### src/rtl/addsub_seq.sv
`timescale 1ns/1ps
// addsub_seq
// Multi-cycle two's-complement adder/subtractor. An N-bit operand pair is
// added (or subtracted) K bits per clock, with the ripple carry held in a
// register between chunks, so the critical path is a K-bit adder instead of
// an N-bit one. The result takes M = N/K compute cycles.
//
// Ports:
//   clk        rising-edge clock
//   rst_n      asynchronous active-low reset
//   in_valid   operand pair presented
//   in_ready   block is idle and can accept an operand pair
//   a, b       N-bit operands
//   sub        0: a+b, 1: a-b (computed as a + ~b + 1)
//   sat        clamp the result to the signed range on overflow
//   out_valid  sum and flags valid, held until out_ready
//   out_ready  consumer accepts the result
//   sum        N-bit result (saturated if requested)
//   cout       carry out of bit N-1 (for subtraction 1 = no borrow)
//   ovf        signed overflow of the unsaturated result
//   zero       sum == 0, after saturation
module addsub_seq #(
    parameter int N = 32,
    parameter int K = 8
) (
    input  logic         clk,
    input  logic         rst_n,
    input  logic         in_valid,
    output logic         in_ready,
    input  logic [N-1:0] a,
    input  logic [N-1:0] b,
    input  logic         sub,
    input  logic         sat,
    output logic         out_valid,
    input  logic         out_ready,
    output logic [N-1:0] sum,
    output logic         cout,
    output logic         ovf,
    output logic         zero
);

    localparam int M  = N / K;
    localparam int CW = (M > 1) ? $clog2(M) : 1;
    localparam logic [CW-1:0] LAST_CHUNK = CW'(M - 1);

    // Chunking only makes sense when K divides N exactly.
    generate
        if (K < 1 || K > N || (N % K) != 0) begin : g_bad_params
            $error("addsub_seq: N must be a non-zero multiple of K with 1 <= K <= N");
        end
    endgenerate

    typedef enum logic [1:0] {
        IDLE,
        CALC,
        DONE
    } state_t;

    state_t         state;
    logic [N-1:0]   a_q;
    logic [N-1:0]   b_q;
    logic           sub_q;
    logic           sat_q;
    logic           carry_q;
    logic [CW-1:0]  cnt_q;
    logic [N-1:0]   raw_q;

    logic [K:0]     chunk;
    logic [N-1:0]   raw_next;
    logic           ovf_next;
    logic [N-1:0]   sum_next;
    logic [N-1:0]   sat_pos;
    logic [N-1:0]   sat_neg;
    int             base;

    // One K-bit slice of the ripple adder, selected by the chunk counter.
    // raw_next is the partial result with the current chunk merged in, so on
    // the last chunk it is already the full unsaturated result and the flags
    // can be registered on the same edge that enters DONE.
    always_comb begin
        base     = int'(cnt_q) * K;
        chunk    = {1'b0, a_q[base +: K]}
                 + {1'b0, b_q[base +: K] ^ {K{sub_q}}}
                 + {{K{1'b0}}, carry_q};
        raw_next = raw_q;
        raw_next[base +: K] = chunk[K-1:0];

        // Overflow: operands (after b inversion) share a sign that the result lacks.
        ovf_next = (a_q[N-1] == (b_q[N-1] ^ sub_q)) && (raw_next[N-1] != a_q[N-1]);

        sat_pos  = {N{1'b1}} >> 1;
        sat_neg  = ~sat_pos;
        sum_next = raw_next;
        if (sat_q && ovf_next) begin
            sum_next = a_q[N-1] ? sat_neg : sat_pos;
        end
    end

    // Control FSM plus all registered outputs. The handshake in DONE uses the
    // registered out_valid, so an out_ready that is already high when the
    // result appears only completes on the following edge.
    always_ff @(posedge clk or negedge rst_n) begin
        if (!rst_n) begin
            state     <= IDLE;
            in_ready  <= 1'b1;
            out_valid <= 1'b0;
            sum       <= '0;
            cout      <= 1'b0;
            ovf       <= 1'b0;
            zero      <= 1'b0;
            a_q       <= '0;
            b_q       <= '0;
            sub_q     <= 1'b0;
            sat_q     <= 1'b0;
            carry_q   <= 1'b0;
            cnt_q     <= '0;
            raw_q     <= '0;
        end else begin
            case (state)
                IDLE: begin
                    if (in_valid && in_ready) begin
                        a_q      <= a;
                        b_q      <= b;
                        sub_q    <= sub;
                        sat_q    <= sat;
                        carry_q  <= sub;
                        cnt_q    <= '0;
                        raw_q    <= '0;
                        in_ready <= 1'b0;
                        state    <= CALC;
                    end
                end
                CALC: begin
                    raw_q   <= raw_next;
                    carry_q <= chunk[K];
                    if (cnt_q == LAST_CHUNK) begin
                        cnt_q     <= '0;
                        sum       <= sum_next;
                        cout      <= chunk[K];
                        ovf       <= ovf_next;
                        zero      <= (sum_next == '0);
                        out_valid <= 1'b1;
                        state     <= DONE;
                    end else begin
                        cnt_q <= cnt_q + CW'(1);
                    end
                end
                DONE: begin
                    if (out_ready) begin
                        out_valid <= 1'b0;
                        in_ready  <= 1'b1;
                        state     <= IDLE;
                    end
                end
                default: begin
                    state <= IDLE;
                end
            endcase
        end
    end

endmodule

### config.mk
export PLATFORM = sky130hd
export DESIGN_NAME = addsub_seq
export DESIGN_NICKNAME = d
export VERILOG_FILES = /design/src/rtl/addsub_seq.sv
export SDC_FILE = /design/constraint.sdc
export NUM_CORES = 1
export LEC_CHECK = 0
export ABC_AREA = 1
export BUFFER_PORTS_ARGS = -buffer_cell sky130_fd_sc_hd__buf_4
export CAP_MARGIN = 10
export CELL_PAD_IN_SITES_DETAIL_PLACEMENT = 0
export CELL_PAD_IN_SITES_GLOBAL_PLACEMENT = 1
export CORE_ASPECT_RATIO = 0.75
export CORE_MARGIN = 3
export CORE_UTILIZATION = 43
export DETAILED_ROUTE_END_ITERATION = 7
export PLACE_DENSITY_LB_ADDON = 0.1
export SKIP_LAST_GASP = 1
export SYNTH_ARGS = -nofsm -noshare
export SYNTH_HDL_FRONTEND = slang
export SYNTH_SLANG_ARGS = --single-unit
### constraint.sdc
create_clock -name clk -period 4.5 [get_ports clk]
set_input_delay 0.45 -clock clk [delete_from_list [all_inputs] [get_ports clk]]
set_output_delay 0.45 -clock clk [all_outputs]
set_load 0.02 [all_outputs]
==> impl_metrics.toml, run 1 <==
[synth]
syn_inst = 842
synthMuxAreaShare = 0
synth_fa_ha_area_frac = 0.0290
synth_flop_cell = "dfrtp_1"
synth_fp_nets = 927
yosysUniqueCellTypes = 46
yosysSeqAreaShare = 0.501
ys_ff_latch = 140
syn_avg_cell_area_um2 = 8.31
synth-simple-area-share = 0.240
synth_warnings = 0
synth_edf_count = 0
synth_area_um2 = 7000
async_flop_share = 1.00
synth_xor_area_frac = 0.0125
synth_compound_area_frac = 0.154
synth_top_family_by_area = "simple AND/OR/NAND/NOR gates"

[floorplan]
die_area_um2 = 17900
die_y_um = 116
core_area_um2 = 15600
ios = 107
num_rows = 39
die_w_um = 153
initial_utilization = 0.450

[clock_network]
clock_latency_ns = 0.43
cts_tree = "built"
htreeDepth = 4
clk_pin_slew_ns = 0.06
cts_buffers = 17
clockBufferDepth = 2
cts-hold-fix-buffers = 0
cts_root_buf = "clkbuf_16"
post_cts_resized = 0
cts_sinks = 140
postCtsSetupRepairBufs = 0

[power_and_ir_drop]
swShare = 0.467
power_leakage_nw = 4.28
peakVddDrop_mv = 0.390
powerDensity_nw_per_um2 = 912
power.switching_mw = 3.65
pwr-share-clk = 0.183
p_seq_frac = 0.279
comb_power_share = 0.538
p_int_mw = 4.16

[sta]
max-slew-margin-rel = 0.256
setup_viol = 0
worst_pin_slew_ns = 1.12
finalCritPeriodShare = 0.809
finalSetupTns_ns = 0
rsz0062_at_grt = "no"
min_period_ns = 3.64
fmax_mhz = 275
setup_ws_ns = 0.859
final_hold_viol_count = 0
maxSlewViolCount = 0
fin_hold_ws_ns = 0.0959
skew_ns = 0.00993

[grt]
overflow = 0
grt_start_max_net_pins = 95
track_usage = 0.227
grt_pass1_wl_mm = 31.9
grt_pass1_vias = 6059
antenna_found_initial = 0

[critical_path]
r2r_start = "cnt_q[1]"
r2r_end = "zero"
r2r_cells = 18
setup.worst_path.start = "cnt_q[1]"
timing.critical_path.to = "zero"
cp-end-kind = "register"
worstPathRequired_ns = 4.82
path_class = "reg2reg"
cp.arrival_ns = 3.96
cp_max_fo = 16
worstSetupStartpointType = "register"
r2r_slack_ns = 0.86

[route]
routed_wl_mm = 19.6
wl_per_cell_um = 17.0
drtIter0Drc = 520
dr.pass1.iters = 5
drc = 0
viasPerCell = 5.31
antenna_left = 0
num_vias = 6129

[cells_and_area]
layout_commonest_cell = "nand2_1"
mostFrequentLayoutCells = "315 x nand2_1, 139 x dfrtp_1, 116 x buf_4"
final_layout_size_suffix_gt1_frac = 0.198
fin_util = 0.549
area_growth_pct = 22.2
diodes = 0
fin_nets = 1022

[place]
gp_routability_congestion = 0.890
io_buffers = 106
dp_hpwl_mm = 14.0
place_ws_ns = 0.925

[run_status]
status = "finished, final reports clean"

[worst_hold_path]
hold_path.class = "in2async"

[job]
max-cap-violations = 0
[Yosys cell counts (all sizes together) (2+ instances only)]
library cell | number | share of area
o22ai | 29 | 0.026
nor2 | 46 | 0.025
inv | 64 | 0.034
nand4 | 9 | 0.011
dfrtp | 139 | 0.50
o21ai | 82 | 0.060
clkinv | 3 | 0.0016
a21oi | 5 | 0.0041
clkbuf | 28 | 0.015
buf | 13 | 0.012
a32o | 2 | 0.0029
a22o | 5 | 0.0063
ha | 13 | 0.023
fa | 2 | 0.0057
o31ai | 2 | 0.0021
a32oi | 2 | 0.0025
nand2 | 326 | 0.18
nor3 | 3 | 0.0036
a2bb2oi | 28 | 0.044
xor2 | 9 | 0.011
nand3 | 21 | 0.017
o41ai | 2 | 0.0025
[kinds of logic (layout without fill, tap and decap cells)]
family	Yosys count	after routing
adders and majority gates	15	15
DFF	140	140
xor gates and xnor gates	10	10
AOI/OAI and AO/OA	161	161
buffers and inverters	108	216
and+or+nand+nor	408	408
[cell type report]
class / count / area, um^2
sequential: 140 / 3500
clock inverter: 12 / 134
fill: 1472 / 7010
timing repair buffer: 117 / 882
clock buffer: 20 / 467
multi-input combinational: 594 / 3060
tap: 205 / 256
inverter: 67 / 251
[how the worst min path moves through the flow]
| stage | to |
|---|---|
| global route | a_q[21] |
| detailed placement | a_q[9] |
| floorplan | a_q[0] |
| global placement | a_q[15] |
| finish | a_q[21] |
| CTS | a_q[21] |
[power groups by stage]
stage          registers [mW]  logic (mW)  clock network (mW)
6_report                 2.18        4.19                1.43
5_1_grt                  2.25        4.65                1.49
4_1_cts                  2.18        4.17                1.44
3_5_place_dp             2.18        4.16                   0
3_3_place_gp             2.18        4.11                   0
2_1_floorplan            2.26        2.74                   0
[registers in the layout (all words and copies together), names as in the netlist]
signal     cells
ovf            1
out_valid      1
sum           32
a_q           32
b_q           32
zero           1
cout           1
sat_q          1
sub_q          1
cnt_q          2
state          2
in_ready       1
raw_q         32
carry_q        1
[metal layers]
layer / routed length (um) / GRT usage / share of wire
met1: 10100 / 0.354 / 0.51
met2: 8000 / 0.316 / 0.41
met3: 1350 / 0.0574 / 0.069
met4: 166 / 0.0546 / 0.0085
met5: 0 / 0 / 0
[critical path: stages, from the launching register on]
cell,delay [ns]
dfrtp_1,0.38
inv_1,0.37
o21ai_0,0.16
o22ai_1,0.18
xor2_1,0.11
fa_1,0.42
fa_1,0.45
xor2_1,0.34
nand2_1,0.15
nor2_1,0.17
nand2_1,0.08
o21ai_0,0.19
o21ai_2,0.11
nand2_1,0.15
clkinv_1,0.08
nand2_1,0.06
nor2_1,0.05
nand2_1,0.05
nand2_1,0.04
[stage by stage]
stage / area, um^2 / instances / power, mW
after floorplan: 7000 / 842 / 5.00
after global placement: 7950 / 1123 / 6.29
after detailed placement: 7950 / 1123 / 6.34
after CTS: 8550 / 1155 / 7.80
after global routing: 8550 / 1155 / 8.39
final: 8550 / 1155 / 7.80
Note: power is estimated with default switching activity, not from simulation.
==> run 2: changes to the inputs <==
==> constraint.sdc (replaced) <==
create_clock -name clk -period 3.65 [get_ports clk]
set_input_delay 0.365 -clock clk [delete_from_list [all_inputs] [get_ports clk]]
set_output_delay 0.365 -clock clk [all_outputs]
set_load 0.02 [all_outputs]
==> impl_metrics.toml, run 2 (synthesis results as in run 1) <==
[route]
viasPerCell = 5.25
drc = 0
drtIter0Drc = 490
routed_wl_mm = 19.6
wl_per_cell_um = 16.9
antenna_left = 0
dr.pass1.iters = 5
num_vias = 6091

[critical_path]
r2r_cells = 20
cp.arrival_ns = 3.74
worstPathRequired_ns = 3.96
path_class = "reg2reg"
r2r_slack_ns = 0.22
r2r_start = "cnt_q[1]"
r2r_end = "zero"
cp-end-kind = "register"
cp_max_fo = 11
worstSetupStartpointType = "register"

[sta]
setup_ws_ns = 0.223
finalSetupTns_ns = 0
skew_ns = 0.00896
fmax_mhz = 292
fin_hold_ws_ns = -0.0178
worst_pin_slew_ns = 1.08
max-slew-margin-rel = 0.279
maxSlewViolCount = 0
setup_viol = 0
min_period_ns = 3.43
final_hold_viol_count = 6
rsz0062_at_grt = "yes"
finalCritPeriodShare = 0.939

[place]
place_ws_ns = 0.302
gp_routability_congestion = 0.894
place_inst = 1128
post_dp_cell_area_um2 = 8020
dp_hpwl_mm = 14.0
io_buffers = 106

[cells_and_area]
layout.cells.non_filler = 1160
multi_input_area_um2 = 3060
nFillCells = 1484
fin_util = 0.553
diodes = 0
ff_latch_area_um2 = 3500
layout_commonest_cell = "nand2_1"
area_growth_pct = 23.0
fin_nets = 1027
mostFrequentLayoutCells = "315 x nand2_1, 139 x dfrtp_1, 119 x buf_4"
final_layout_size_suffix_gt1_frac = 0.203
fin_area_um2 = 8610

[grt]
overflow = 0
grt_pass1_vias = 5849
track_usage = 0.227
gr-usage-met3 = 0.0559
grt_pass1_wl_mm = 31.9
grt_start_max_net_pins = 85
use_met1 = 0.359
grt_util_met2 = 0.313
busiest_layer = "met1"
antenna_found_initial = 0

[power_and_ir_drop]
power_leakage_nw = 4.31
power_mw = 9.66
peakVddDrop_mv = 0.525
powerDensity_nw_per_um2 = 1120

[floorplan]
core_area_um2 = 15600
ios = 107
die_y_um = 116
initial_utilization = 0.450
die_area_um2 = 17900
die_w_um = 153
num_rows = 39

[clock_network]
cts_root_buf = "clkbuf_16"
clockBufferDepth = 2
clock_latency_ns = 0.42
cts_sinks = 140
clk_pin_slew_ns = 0.06
cts_buffers = 17
cts-hold-fix-buffers = 0
htreeDepth = 4
cts_tree = "built"

[run_status]
status = "finished with violations"
violations = "negative hold slack"

[job]
max-cap-violations = 0

[worst_hold_path]
hold_path.class = "in2async"
run 2: changes by cell type in the layout (fill, tap and decap cells not counted), moves of 2 or more:
cell,before,now
clkinv_4,0,4
buf_12,0,2
buf_4,116,119
clkinvlp_4,5,3
clkbuf_8,3,0
run 2: report_power, final:
part | switching [mW] | total, mW | internal (mW)
Clock | 0.723 | 1.74 | 1.02
Sequential | 0.426 | 2.66 | 2.23
Combinational | 3.38 | 5.26 | 1.88
Total | 4.53 | 9.66 | 5.13
run 2: worst max path at each step:
stage | from | to | slack, ns | cells after the start
after global placement | cnt_q[0] | zero | 0.35 | 20
after global routing | cnt_q[0] | zero | -0.03 | 21
after floorplan | cnt_q[0] | zero | 0.23 | 18
after CTS | cnt_q[1] | zero | 0.30 | 20
after detailed placement | cnt_q[1] | zero | 0.30 | 20
final | cnt_q[1] | zero | 0.22 | 20
run 2: layout make-up:
cell class / instances / area share
clock buffers: 17 / 0.0494
clock inverters: 15 / 0.0189
inverters: 67 / 0.0295
multi-input cells: 594 / 0.356
flip-flops and latches: 140 / 0.407
well taps: 205 / 0.0298
repair buffers: 122 / 0.110
run 2: metal layers:
layer | up-vias | share of wire
li1 | 2957 | -
met1 | 2918 | 0.52
met2 | 200 | 0.40
met3 | 16 | 0.070
met4 | 0 | 0.0079
met5 | - | 0
run 2: repair_timing:
action	in CTS	in global routing
endpoints found under the setup margin	0	2
buffers inserted	0	0
hold endpoints to repair	0	0
gates resized for setup	0	3
run 2: critical path: stages, from the launching register on:
cell,delay [ns]
dfrtp_1,0.37
inv_1,0.24
o21ai_0,0.14
o22ai_1,0.19
xor2_1,0.13
fa_1,0.44
fa_1,0.45
nand3_1,0.12
nand2_1,0.06
nand2_1,0.09
nand3_1,0.17
nor2_1,0.17
inv_1,0.10
o22ai_1,0.19
nand2_2,0.10
nand3_1,0.10
inv_1,0.06
nand3_1,0.06
nor2_1,0.05
nand2_1,0.05
nand2_1,0.04
